## src/rtl/pong_pkg.sv

```systemverilog
`default_nettype none
// ============================================================================
//  Module      : pong_pkg
//  Description : Shared state encodings, directions and widths for the Pong
//                match sequencer.
//  Revision    : 1.0
// ============================================================================
package pong_pkg;

    localparam int SCORE_W = 4;
    localparam int FRAME_W = 8;

    localparam logic [2:0] ST_IDLE  = 3'd0;
    localparam logic [2:0] ST_SERVE = 3'd1;
    localparam logic [2:0] ST_PLAY  = 3'd2;
    localparam logic [2:0] ST_POINT = 3'd3;
    localparam logic [2:0] ST_OVER  = 3'd4;

    localparam logic DIR_LEFT  = 1'b0;
    localparam logic DIR_RIGHT = 1'b1;

endpackage : pong_pkg
`default_nettype wire

```

## src/rtl/btn_sync_edge.sv

```systemverilog
`default_nettype none
// ============================================================================
//  Module      : btn_sync_edge
//  Description : Two-flop synchroniser for an asynchronous button followed by
//                a single-pulse rising-edge detector.
//  Revision    : 1.0
// ============================================================================
module btn_sync_edge (
    input  logic in_clock,
    input  logic in_reset,
    input  logic in_button,
    output logic out_rise
);

    logic r_sync1;
    logic r_sync2;
    logic r_prev;

    always_ff @(posedge in_clock or negedge in_reset) begin
        if (!in_reset) begin
            r_sync1 <= 1'b0;
            r_sync2 <= 1'b0;
            r_prev  <= 1'b0;
        end else begin
            r_sync1 <= in_button;
            r_sync2 <= r_sync1;
            r_prev  <= r_sync2;
        end
    end

    // Decoded from flops only, so the pulse is glitch-free for one cycle.
    assign out_rise = r_sync2 & ~r_prev;

endmodule : btn_sync_edge
`default_nettype wire

```

## src/rtl/pong_match_ctrl.sv

```systemverilog
`default_nettype none
// ============================================================================
//  Module      : pong_match_ctrl
//  Description : Pong match sequencer: game state, scores, serve control and
//                animation gating.
//  Revision    : 1.0
// ============================================================================
module pong_match_ctrl
    import pong_pkg::*;
#(
    parameter int WIN_POINTS   = 5,
    parameter int SERVE_FRAMES = 30,
    parameter int PAUSE_FRAMES = 60
) (
    input  logic               in_clock,
    input  logic               in_reset,
    input  logic               in_animate,
    input  logic               in_start,
    input  logic               in_left_score,
    input  logic               in_right_score,
    output logic               out_ball_run,
    output logic               out_bars_run,
    output logic               out_ball_serve,
    output logic               out_serve_dir,
    output logic [SCORE_W-1:0] out_left_pts,
    output logic [SCORE_W-1:0] out_right_pts,
    output logic [2:0]         out_state,
    output logic               out_winner
);

    localparam logic [SCORE_W-1:0] c_win        = SCORE_W'(WIN_POINTS);
    localparam logic [FRAME_W-1:0] c_serve_last = FRAME_W'(SERVE_FRAMES - 1);
    localparam logic [FRAME_W-1:0] c_pause_last = FRAME_W'(PAUSE_FRAMES - 1);

    logic               w_start_edge;
    logic [2:0]         r_state;
    logic [2:0]         w_state_nxt;
    logic [FRAME_W-1:0] r_frame_cnt;
    logic [FRAME_W-1:0] w_frame_cnt_nxt;
    logic [SCORE_W-1:0] r_left_pts;
    logic [SCORE_W-1:0] r_right_pts;
    logic [SCORE_W-1:0] w_left_pts_nxt;
    logic [SCORE_W-1:0] w_right_pts_nxt;
    logic [SCORE_W-1:0] w_left_inc;
    logic [SCORE_W-1:0] w_right_inc;
    logic               r_serve_dir;
    logic               w_serve_dir_nxt;
    logic               r_winner;
    logic               w_winner_nxt;
    logic               r_ball_run;
    logic               r_bars_run;
    logic               r_ball_serve;
    logic               w_ball_run_nxt;
    logic               w_bars_run_nxt;
    logic               w_ball_serve_nxt;

    btn_sync_edge u_start_sync (
        .in_clock  (in_clock),
        .in_reset  (in_reset),
        .in_button (in_start),
        .out_rise  (w_start_edge)
    );

    assign w_left_inc  = r_left_pts  + SCORE_W'(1);
    assign w_right_inc = r_right_pts + SCORE_W'(1);

    // State, scores, direction and winner registers
    always_ff @(posedge in_clock or negedge in_reset) begin
        if (!in_reset) begin
            r_state      <= ST_IDLE;
            r_frame_cnt  <= '0;
            r_left_pts   <= '0;
            r_right_pts  <= '0;
            r_serve_dir  <= DIR_RIGHT;
            r_winner     <= 1'b0;
            r_ball_run   <= 1'b0;
            r_bars_run   <= 1'b0;
            r_ball_serve <= 1'b0;
        end else begin
            r_state      <= w_state_nxt;
            r_frame_cnt  <= w_frame_cnt_nxt;
            r_left_pts   <= w_left_pts_nxt;
            r_right_pts  <= w_right_pts_nxt;
            r_serve_dir  <= w_serve_dir_nxt;
            r_winner     <= w_winner_nxt;
            r_ball_run   <= w_ball_run_nxt;
            r_bars_run   <= w_bars_run_nxt;
            r_ball_serve <= w_ball_serve_nxt;
        end
    end

    // Next-state and match bookkeeping
    always_comb begin
        w_state_nxt     = r_state;
        w_left_pts_nxt  = r_left_pts;
        w_right_pts_nxt = r_right_pts;
        w_serve_dir_nxt = r_serve_dir;
        w_winner_nxt    = r_winner;
        case (r_state)
            ST_IDLE: begin
                if (w_start_edge) w_state_nxt = ST_SERVE;
            end
            ST_SERVE: begin
                if (in_animate && (r_frame_cnt == c_serve_last)) w_state_nxt = ST_PLAY;
            end
            ST_PLAY: begin
                if (in_left_score && in_right_score) begin
                    w_state_nxt = ST_POINT;
                end else if (in_left_score) begin
                    w_left_pts_nxt  = w_left_inc;
                    w_serve_dir_nxt = DIR_RIGHT;
                    if (w_left_inc == c_win) begin
                        w_state_nxt  = ST_OVER;
                        w_winner_nxt = DIR_LEFT;
                    end else begin
                        w_state_nxt = ST_POINT;
                    end
                end else if (in_right_score) begin
                    w_right_pts_nxt = w_right_inc;
                    w_serve_dir_nxt = DIR_LEFT;
                    if (w_right_inc == c_win) begin
                        w_state_nxt  = ST_OVER;
                        w_winner_nxt = DIR_RIGHT;
                    end else begin
                        w_state_nxt = ST_POINT;
                    end
                end
            end
            ST_POINT: begin
                if (in_animate && (r_frame_cnt == c_pause_last)) w_state_nxt = ST_SERVE;
            end
            ST_OVER: begin
                if (w_start_edge) begin
                    w_state_nxt     = ST_IDLE;
                    w_left_pts_nxt  = '0;
                    w_right_pts_nxt = '0;
                    w_winner_nxt    = 1'b0;
                    w_serve_dir_nxt = DIR_RIGHT;
                end
            end
            default: w_state_nxt = ST_IDLE;
        endcase
    end

    // Registered outputs decoded from the state being entered
    always_comb begin
        w_ball_run_nxt   = (w_state_nxt == ST_PLAY);
        w_bars_run_nxt   = (w_state_nxt == ST_SERVE) || (w_state_nxt == ST_PLAY);
        w_ball_serve_nxt = (w_state_nxt == ST_SERVE) && (r_state != ST_SERVE);
        w_frame_cnt_nxt  = r_frame_cnt;
        if (w_state_nxt != r_state) begin
            w_frame_cnt_nxt = '0;
        end else if (in_animate && ((r_state == ST_SERVE) || (r_state == ST_POINT))) begin
            w_frame_cnt_nxt = r_frame_cnt + FRAME_W'(1);
        end
    end

    assign out_state      = r_state;
    assign out_left_pts   = r_left_pts;
    assign out_right_pts  = r_right_pts;
    assign out_serve_dir  = r_serve_dir;
    assign out_winner     = r_winner;
    assign out_ball_run   = r_ball_run;
    assign out_bars_run   = r_bars_run;
    assign out_ball_serve = r_ball_serve;

endmodule : pong_match_ctrl
`default_nettype wire

```

## config.mk

```make
export PLATFORM = sky130hd
export DESIGN_NAME = pong_match_ctrl
export DESIGN_NICKNAME = d
export VERILOG_FILES = /design/src/rtl/pong_pkg.sv /design/src/rtl/btn_sync_edge.sv /design/src/rtl/pong_match_ctrl.sv
export SDC_FILE = /design/constraint.sdc
export NUM_CORES = 1
export LEC_CHECK = 0
export BUFFER_PORTS_ARGS = -buffer_cell sky130_fd_sc_hd__buf_2
export CAP_MARGIN = 10
export CELL_PAD_IN_SITES_DETAIL_PLACEMENT = 0
export CELL_PAD_IN_SITES_GLOBAL_PLACEMENT = 1
export CORE_UTILIZATION = 46
export DETAILED_ROUTE_END_ITERATION = 12
export HOLD_SLACK_MARGIN = 0.02
export PLACE_DENSITY_LB_ADDON = 0.1
export SLEW_MARGIN = 20
export SYNTH_ARGS = -nofsm -noshare
export SYNTH_HDL_FRONTEND = slang
export SYNTH_SLANG_ARGS = --single-unit
export TNS_END_PERCENT = 10
```

## constraint.sdc

```tcl
create_clock -name in_clock -period 4 [get_ports in_clock]
set_input_delay 0.6 -clock in_clock [delete_from_list [all_inputs] [get_ports in_clock]]
set_output_delay 0.6 -clock in_clock [all_outputs]
set_load 0.05 [all_outputs]
```

Yosys cells after proc, flatten, opt, wreduce, memory -nomap -nowiden
Index checks and enable logic that the tools add are counted.
- logic and storage cells: 83
- output and inout bits: 16
- input port bits: 6
- flip-flop bits (word level): 27
- bitwise logic cells: 2
- add/subtract/negate cells: 3
- multiplexer cells: 32
- reduce and logical (&&, ||, !) cells: 14
- equal/unequal tests: 20
- operators by type and width (operator ; count):
    2-to-1 mux 3 bit ; 9
    2-to-1 mux 4 bit ; 6
    2-to-1 mux 8 bit ; 2
    one-hot mux 4 bit (2 select lines) ; 2
    one-hot mux 3 bit (5 select lines) ; 1
    2-to-1 mux 1 bit ; 10
    == test 3 x 2 -> 1 bit, second input constant ; 3
    != test 3 bit, second input constant ; 3
    adder 4 x 1 -> 4 bit, second input constant ; 2
    adder 8 x 1 -> 8 bit, second input constant ; 1
    == test 4 x 3 -> 1 bit, second input constant ; 2
    == test 8 x 5 -> 1 bit, second input constant ; 1
    == test 8 x 6 -> 1 bit, second input constant ; 1
    != test 2 bit, second input constant ; 4
    AND reduction 4 bit ; 2
    == test 3 x 1 -> 1 bit, second input constant ; 2
    AND reduction 6 bit ; 1
    logical AND 1 bit ; 5
    AND reduction 5 bit ; 1
    one-hot mux 1 bit (2 select lines) ; 2
    nonzero test 2 bit ; 2
    == test 3 bit, second input constant ; 1
    logical NOT 3 bit ; 1
    != test 3 x 1 -> 1 bit, second input constant ; 1
    5 further kinds ; 6

Depth between registers and ports, before layout
Gate-level depths: netlist of the first run.
- word-level depth: 9
- gate-level depth with buffers: 8
- gate-level depth less buffers: 8

Modules after synthesis
From an unflattened synthesis of the first run, not the netlist that was laid out.
- cells, all modules: 164
- area total of the unflattened synthesis: 1581.5 µm²
- by module, submodules not included (module ; cells each ; area an instance (µm²) ; seq. area each (µm²) ; instances):
    pong_match_ctrl ; 160 ; 1492.7 ; 601.8 ; 1
    btn_sync_edge ; 4 ; 88.8 ; 75.1 ; 1

Least setup slack after synthesis of the first run
OpenSTA, ideal clock, no wires.
- path kind: flip-flop to flip-flop
- start: reg r_left_pts[0], in the netlist out_left_pts[0]
- end: reg r_ball_serve, in the netlist out_ball_serve
- slack: 1897 ps
- buffers on the path: 0
- clock period less this slack: 2103 ps
- data arrival time: 1998 ps
- setup time: 105 ps
- cell stages (with the launch flop): 9
- required time: 3895 ps
- cell sequence: dfrtp_1 -> inv_1 -> ha_1 -> nand2_1 -> o41ai_1 -> nor2_1 -> o2bb2ai_1 -> a311oi_1 -> nor4b_1
- word-level cells in the longest chain between the ends: 8
- RTL lines (item ; RTL line ; RTL):
    start, declared ; pong_match_ctrl.sv:40 ; logic [SCORE_W-1:0] r_left_pts;
    start signal, assigned ; pong_match_ctrl.sv:82 ; r_left_pts <= w_left_pts_nxt;
    adder 4 x 1 -> 4 bit ; pong_match_ctrl.sv:64 ; assign w_left_inc = r_left_pts + SCORE_W'(1);
    == test 4 x 3 -> 1 bit ; pong_match_ctrl.sv:112 ; if (w_left_inc == c_win) begin
    2-to-1 mux 3 bit ; pong_match_ctrl.sv:112 ;
    2-to-1 mux 3 bit ; pong_match_ctrl.sv:109 ; end else if (in_left_score) begin
    2-to-1 mux 3 bit ; pong_match_ctrl.sv:107 ; if (in_left_score && in_right_score) begin
    one-hot mux 3 bit (5 select lines) ; pong_match_ctrl.sv:99 ; case (r_state)
    via w_state_nxt[0] ; pong_match_ctrl.sv:37 ; logic [2:0] w_state_nxt;
    == test 3 x 1 -> 1 bit ; pong_match_ctrl.sv:149 ; w_ball_serve_nxt = (w_state_nxt == ST_SERVE) && (r_state != ST_SERVE);
    logical AND 1 bit ; pong_match_ctrl.sv:149 ;
    via w_ball_serve_nxt ; pong_match_ctrl.sv:55 ; logic w_ball_serve_nxt;
    end signal, assigned ; pong_match_ctrl.sv:88 ; r_ball_serve <= w_ball_serve_nxt;
    end, declared ; pong_match_ctrl.sv:52 ; logic r_ball_serve;
The timed path passes the listed nets, and every way through them passes these cells.
A chain may end at the register's enable or synchronous reset.

Final worst setup path of the first run
- start: reg r_frame_cnt[3]
- end: reg r_frame_cnt[0]
- word-level cells in the longest chain between the ends: 6
- elaborated cells on any way between the ends: 10
- those cells by class: eq/ne (3); mux (4); reduce/logical (3)
- RTL lines (item ; RTL line ; RTL):
    start, declared ; pong_match_ctrl.sv:38 ; logic [FRAME_W-1:0] r_frame_cnt;
    start signal, assigned ; pong_match_ctrl.sv:81 ; r_frame_cnt <= w_frame_cnt_nxt;
    == test 8 x 6 -> 1 bit or == test 8 x 5 -> 1 bit (tied branches) ; pong_match_ctrl.sv:130, pong_match_ctrl.sv:104 ;
    logical AND 1 bit (on tied branches) ; pong_match_ctrl.sv:130, pong_match_ctrl.sv:104 ;
    2-to-1 mux 3 bit (on tied branches) ; pong_match_ctrl.sv:130, pong_match_ctrl.sv:104 ;
    one-hot mux 3 bit (5 select lines) (*) ; pong_match_ctrl.sv:99 ;
    != test 3 bit (*) ; pong_match_ctrl.sv:151 ; if (w_state_nxt != r_state) begin
    2-to-1 mux 8 bit or nonzero test 2 bit (tied branches) ; -- ;
Every way passes the cells marked *; elsewhere a longest branch is shown, timed or not.

==> results.cfg, run 1 <==
[run_status]
status = complete, no violations

[clock_network]
postCtsHoldBufs = 0
cts_tree = done
htree_levels = 1
clock-sinks = 27
clock_path_buffers = 2
insertion_delay_ps = 320
cts_resized = 0
root_buffer = clkbuf_4
cts-buffers-inserted = 3
clk_pin_slew_ps = 150
cts_setup_buffers = 0

[synth]
synth_top_cells_by_area = dfrtp_1 45%, nor2_1 5.7%, ha_1 5.2%
yosys.area.top_type = dfrtp_1
ys.flop_type = dfrtp_1
synth_nets = 165
async_reset_ff_share_pct = 100
yosysUniqueCellTypes = 39
netlist_top_cells_count = 26 x dfrtp_1, 22 x nor2_1, 15 x nand2_1, 12 x a21oi_1, 8 x inv_1
yosysMostFrequentCell = dfrtp_1
syn_area_um2 = 1450
yosysSeqAreaShare_pct = 46.8
synth_top_area_share_pct = 45.0
synth-edff-count = 0
avgSynthCellArea_um2 = 9.45
synth_warnings = 0
synthCells = 153
yosys_register_bits = 27

[power]
comb_power_share_pct = 32.0
power_mw = 0.729
leakage_nw = 0.746
ir_drop_uv = 266
p_clk_share_pct = 16.0
switching_share_pct = 39.2
power.density_nw_per_um2 = 450
power.internal_mw = 0.443
p_sw_mw = 0.286
p_seq_share_pct = 52.0

[detailed_routing]
vias_per_cell = 5.45
vias = 1183
drt_iter0_drc = 68
dr.pass1.iters = 4
final_antenna_net_count = 0
drc = 0
totalWireLength_um = 2800
wl_per_cell_um = 12.9

[global_routing]
grt_overflow = 0
grt_pass1_wl_um = 4890
track_usage_pct = 19.0
grt_max_degree = 28
antenna_found_initial = 0
grt_pass1_vias = 1112

[sta]
setup_viol = 0
rsz0062_at_grt = false
finalCritPeriodShare_pct = 54.2
final_hold_viol_count = 0
finalSetupTns_ps = 0
max_slew_margin_pct = 33.7
worst_slew_pin_slew_ps = 979
clock_skew_ps = 9.17
slew_viol_final = 0
whs_ps = 258
max_freq_mhz = 462
min_period_ps = 2170

[placement]
gp_congestion = 0.834
io_buffers = 21
placed_area_um2 = 1590
hpwl_um = 2060

[floorplanning]
die_h_um = 58.1
fp.dieW_um = 58.1
io_pins = 22
die_area_um2 = 3370
start_util_pct = 50.3
core_area_um2 = 2880
rows = 19

[critical_path]
r2r_cells = 4
cp_max_fo = 8
required_ps = 4170
cp-start-kind = flop
cp.arrival_ps = 2340
crit_path_end_kind = flop
crit_type = reg -> reg

[worst_hold_path]
hold_class = in -> async

[final_layout]
syn_to_final_growth_pct = 11.9
n_antenna_cell = 0
drive_gt1_share_pct = 16.6
final_nets = 188
postLayoutCellArea_um2 = 1620
fin_util_pct = 56.3

[flow_run]
cap_viol_max_count = 0
state kept, by name (all words and copies together) (netlist names):
name,count
out_bars_run,1
r_frame_cnt,8
out_winner,1
out_serve_dir,1
out_left_pts,4
out_right_pts,4
out_ball_serve,1
u_start_sync.r_sync1,1
u_start_sync.r_sync2,1
u_start_sync.r_prev,1
out_ball_run,1
out_state,3
power groups by stage:
stage	Sequential [mW]	Clock [mW]	Combinational, mW
finish	0.379	0.116	0.234
global route	0.389	0.132	0.261
CTS	0.379	0.122	0.235
detailed placement	0.384	0	0.236
global placement	0.382	0	0.231
floorplan	0.425	0	0.139
critical path, cell delays in order, from the launching register on:
cell      delay, ps
dfrtp_1         430
nand2_1         110
or4b_4          530
o311ai_1        850
nor2_1          110
cells by family after synthesis:
group,count (synthesis),share of synthesized area [%]
AND/OR/NAND/NOR,60,20.0
AO/OA/AOI/OAI,36,16.6
flip-flops,27,46.8
buffers and inverters,11,2.85
XOR/XNOR,7,4.24
multiplexers,6,4.33
adder cells (fa/ha/maj),6,5.19
layer usage:
layer / vias up / track usage (%) / part of all wire [%]
met4: 0 / 6.46 / 0.61
met5: - / 0 / 0
met1: 564 / 26.3 / 49
met2: 29 / 30.7 / 46
li1: 588 / - / -
met3: 2 / 2.68 / 4.2
metrics by stage:
stage                     setup slack [ps]  cells
after CTS                             1820    217
after floorplan                       1900    153
final                                 1830    217
after global placement                1760    213
after detailed placement              1710    213
after global routing                  1570    217
worst paths after layout:
kind	to	slack (ps)	start
setup / recovery	r_frame_cnt[0]	1830	r_frame_cnt[3]
hold / removal	out_left_pts[3]	260	in_reset
setup reg to reg	r_frame_cnt[0]	1830	r_frame_cnt[3]
hold reg to reg	u_start_sync.r_sync2	360	u_start_sync.r_sync1
max in group asynchronous	u_start_sync.r_sync2	3340	in_reset
min in group in_clock	u_start_sync.r_sync2	360	u_start_sync.r_sync1
placed cells by master (no fill, tap or decap), drive strengths merged, types with 3 or more instances in the layout:
master / count
o21ai: 6
nand2: 15
xnor2: 3
clkbuf: 4
xor2: 4
ha: 6
a211oi: 3
buf: 21
nand4: 5
inv: 8
dfrtp: 26
or3: 3
nor2: 22
mux2i: 4
a21oi: 12
nor3: 3
final cells by class:
type	count	area, µm²
Timing Repair Buffer	21	105
Sequential cell	27	677
Fill cell	254	1260
Clock buffer	4	26.3
Tap cell	42	52.6
Inverter	8	30.0
Multi-Input combinational cell	115	728
Note: power is estimated with default switching activity, not from simulation.
==> run 2: changes to the inputs <==
Settings changed: CORE_UTILIZATION 46 to 38.
Clock period 4 ns to 1.9 ns, I/O delays scaled along.
==> run 2 against run 1 <==
  * The run now ends with hold timing left
  * Sequential cell count stayed put
  * Via count is 11% higher
  * Die area is 20% higher
  * Maximum frequency is 14% higher
  * First-iteration DRC count is 12% lower
  * Cell count is 13% higher
  * Sequential power is 100% higher
  * Clock skew hardly changed
  * Critical path type unchanged
==> results.cfg, run 2 (synthesized netlist as in run 1, its figures left out) <==
[final_layout]
top_register = r_frame_cnt
fin_util_pct = 53.0
drive_gt1_share_pct = 36.9
final_nets = 211
syn_to_final_growth_pct = 34.1
largest_reg_flops = 8
final_cell_mix = 23 x buf_4, 21 x buf_2, 21 x dfrtp_1
n_antenna_cell = 0
final_common_cell = buf_4

[sta]
max_slew_margin_pct = 59.5
final_hold_viol_count = 5
worst_slew_pin_slew_ps = 608
finalCritPeriodShare_pct = 99.6
slew_viol_final = 0
min_period_ps = 1890
max_freq_mhz = 528
rsz0062_at_grt = true
setup_viol = 0
whs_ps = -0.794
clock_skew_ps = 8.80

[global_routing]
grt_max_degree = 28
grt_pass1_wl_um = 5600
grt_pass1_vias = 1184
track_usage_pct = 17.9
antenna_found_initial = 0
grt_overflow = 0

[floorplanning]
rows = 22
fp.dieW_um = 63.7
core_area_um2 = 3660
die_area_um2 = 4060
die_h_um = 63.7
io_pins = 22
start_util_pct = 39.5

[power]
ir_drop_uv = 756
switching_share_pct = 39.4
power_mw = 1.90
p_sw_mw = 0.751
power.internal_mw = 1.15
power.density_nw_per_um2 = 982
leakage_nw = 0.901
p_clk_share_pct = 18.7
comb_power_share_pct = 41.0
p_seq_share_pct = 40.3

[detailed_routing]
vias = 1316
final_antenna_net_count = 0
drc = 0
drt_iter0_drc = 60
wl_per_cell_um = 14.2
dr.pass1.iters = 4
totalWireLength_um = 3500
vias_per_cell = 5.35

[clock_network]
insertion_delay_ps = 280
clock-sinks = 27
cts-buffers-inserted = 3
clk_pin_slew_ps = 110
htree_levels = 1
root_buffer = clkbuf_8
clock_path_buffers = 2
postCtsHoldBufs = 0
cts_tree = done

[critical_path]
crit_path_end_kind = flop
crit_type = reg -> reg
cp_max_fo = 3
required_ps = 2110
cp-start-kind = flop
cp.arrival_ps = 2100

[run_status]
status = complete, but fails checks
violations = hold timing

[placement]
hpwl_um = 2490
io_buffers = 21
gp_congestion = 0.783

[flow_run]
cap_viol_max_count = 0

[worst_hold_path]
hold_class = in -> async
run 2: cell types whose count changed in the layout (fill, tap and decap cells not counted), sizes merged:
cell,before,now
buf,21,44
clkbuf,4,3
inv,8,9
run 2: final timing paths:
check | from | endpoint | slack, ps | depth (start not counted)
worst min-delay path | in_reset | r_frame_cnt[5] | -0.8 | 1
worst min register to register | u_start_sync.r_sync1 | u_start_sync.r_sync2 | 360 | 0
worst max-delay path | r_frame_cnt[4] | out_bars_run | 7 | 6
worst max register to register | r_frame_cnt[4] | out_bars_run | 7 | 6
max in group asynchronous | in_reset | out_left_pts[0] | 1470 | 1
min in group in_clock | in_start | u_start_sync.r_sync1 | 100 | 1
run 2: power by group through the flow:
stage	Sequential (mW)	Clock [mW]	Combinational, mW
after detailed placement	0.778	0	0.666
after CTS	0.766	0.364	0.681
after global placement	0.766	0	0.656
after global routing	0.785	0.382	0.851
after floorplan	0.897	0	0.298
final	0.769	0.355	0.781
run 2: critical path: stages (launching register included):
cell and delay, ps:
dfrtp_1 390, nand2_1 90, or4b_4 560, o31ai_4 210
a21boi_2 100, or3_1 320, mux2i_1 150
run 2: final cells by class:
cell class	count	area (µm²)
Sequential cell	27	683
Fill cell	335	1720
Tap cell	48	60.1
Multi-Input combinational cell	115	838
Clock buffer	3	41.3
Timing Repair Buffer	44	278
Clock inverter	1	8.76
Inverter	8	30.0
run 2: per-layer routing:
layer  up-vias  track usage (%)  wire length, µm
li1        637                -                -
met1       648             23.9             1660
met2        25             29.4             1700
met3         6             3.99              109
met4         0             4.26               39
met5         -                0                0
run 2: through the flow:
stage          TNS [ps]  setup WS [ps]  instance area [µm²]  instances
6_report              0           7.29                 1940        246
5_1_grt            -165          -81.3                 1940        246
4_1_cts            -107          -60.6                 1850        244
3_5_place_dp      -1990           -284                 1780        240
3_3_place_gp      -1240           -155                 1780        240
2_1_floorplan      -144          -27.4                 1470        153
run 2: timing repair:
action	CTS	global route
setup endpoints to repair	11	15
pin swaps	1	3
buffers inserted	0	2
gates resized for setup	3	14
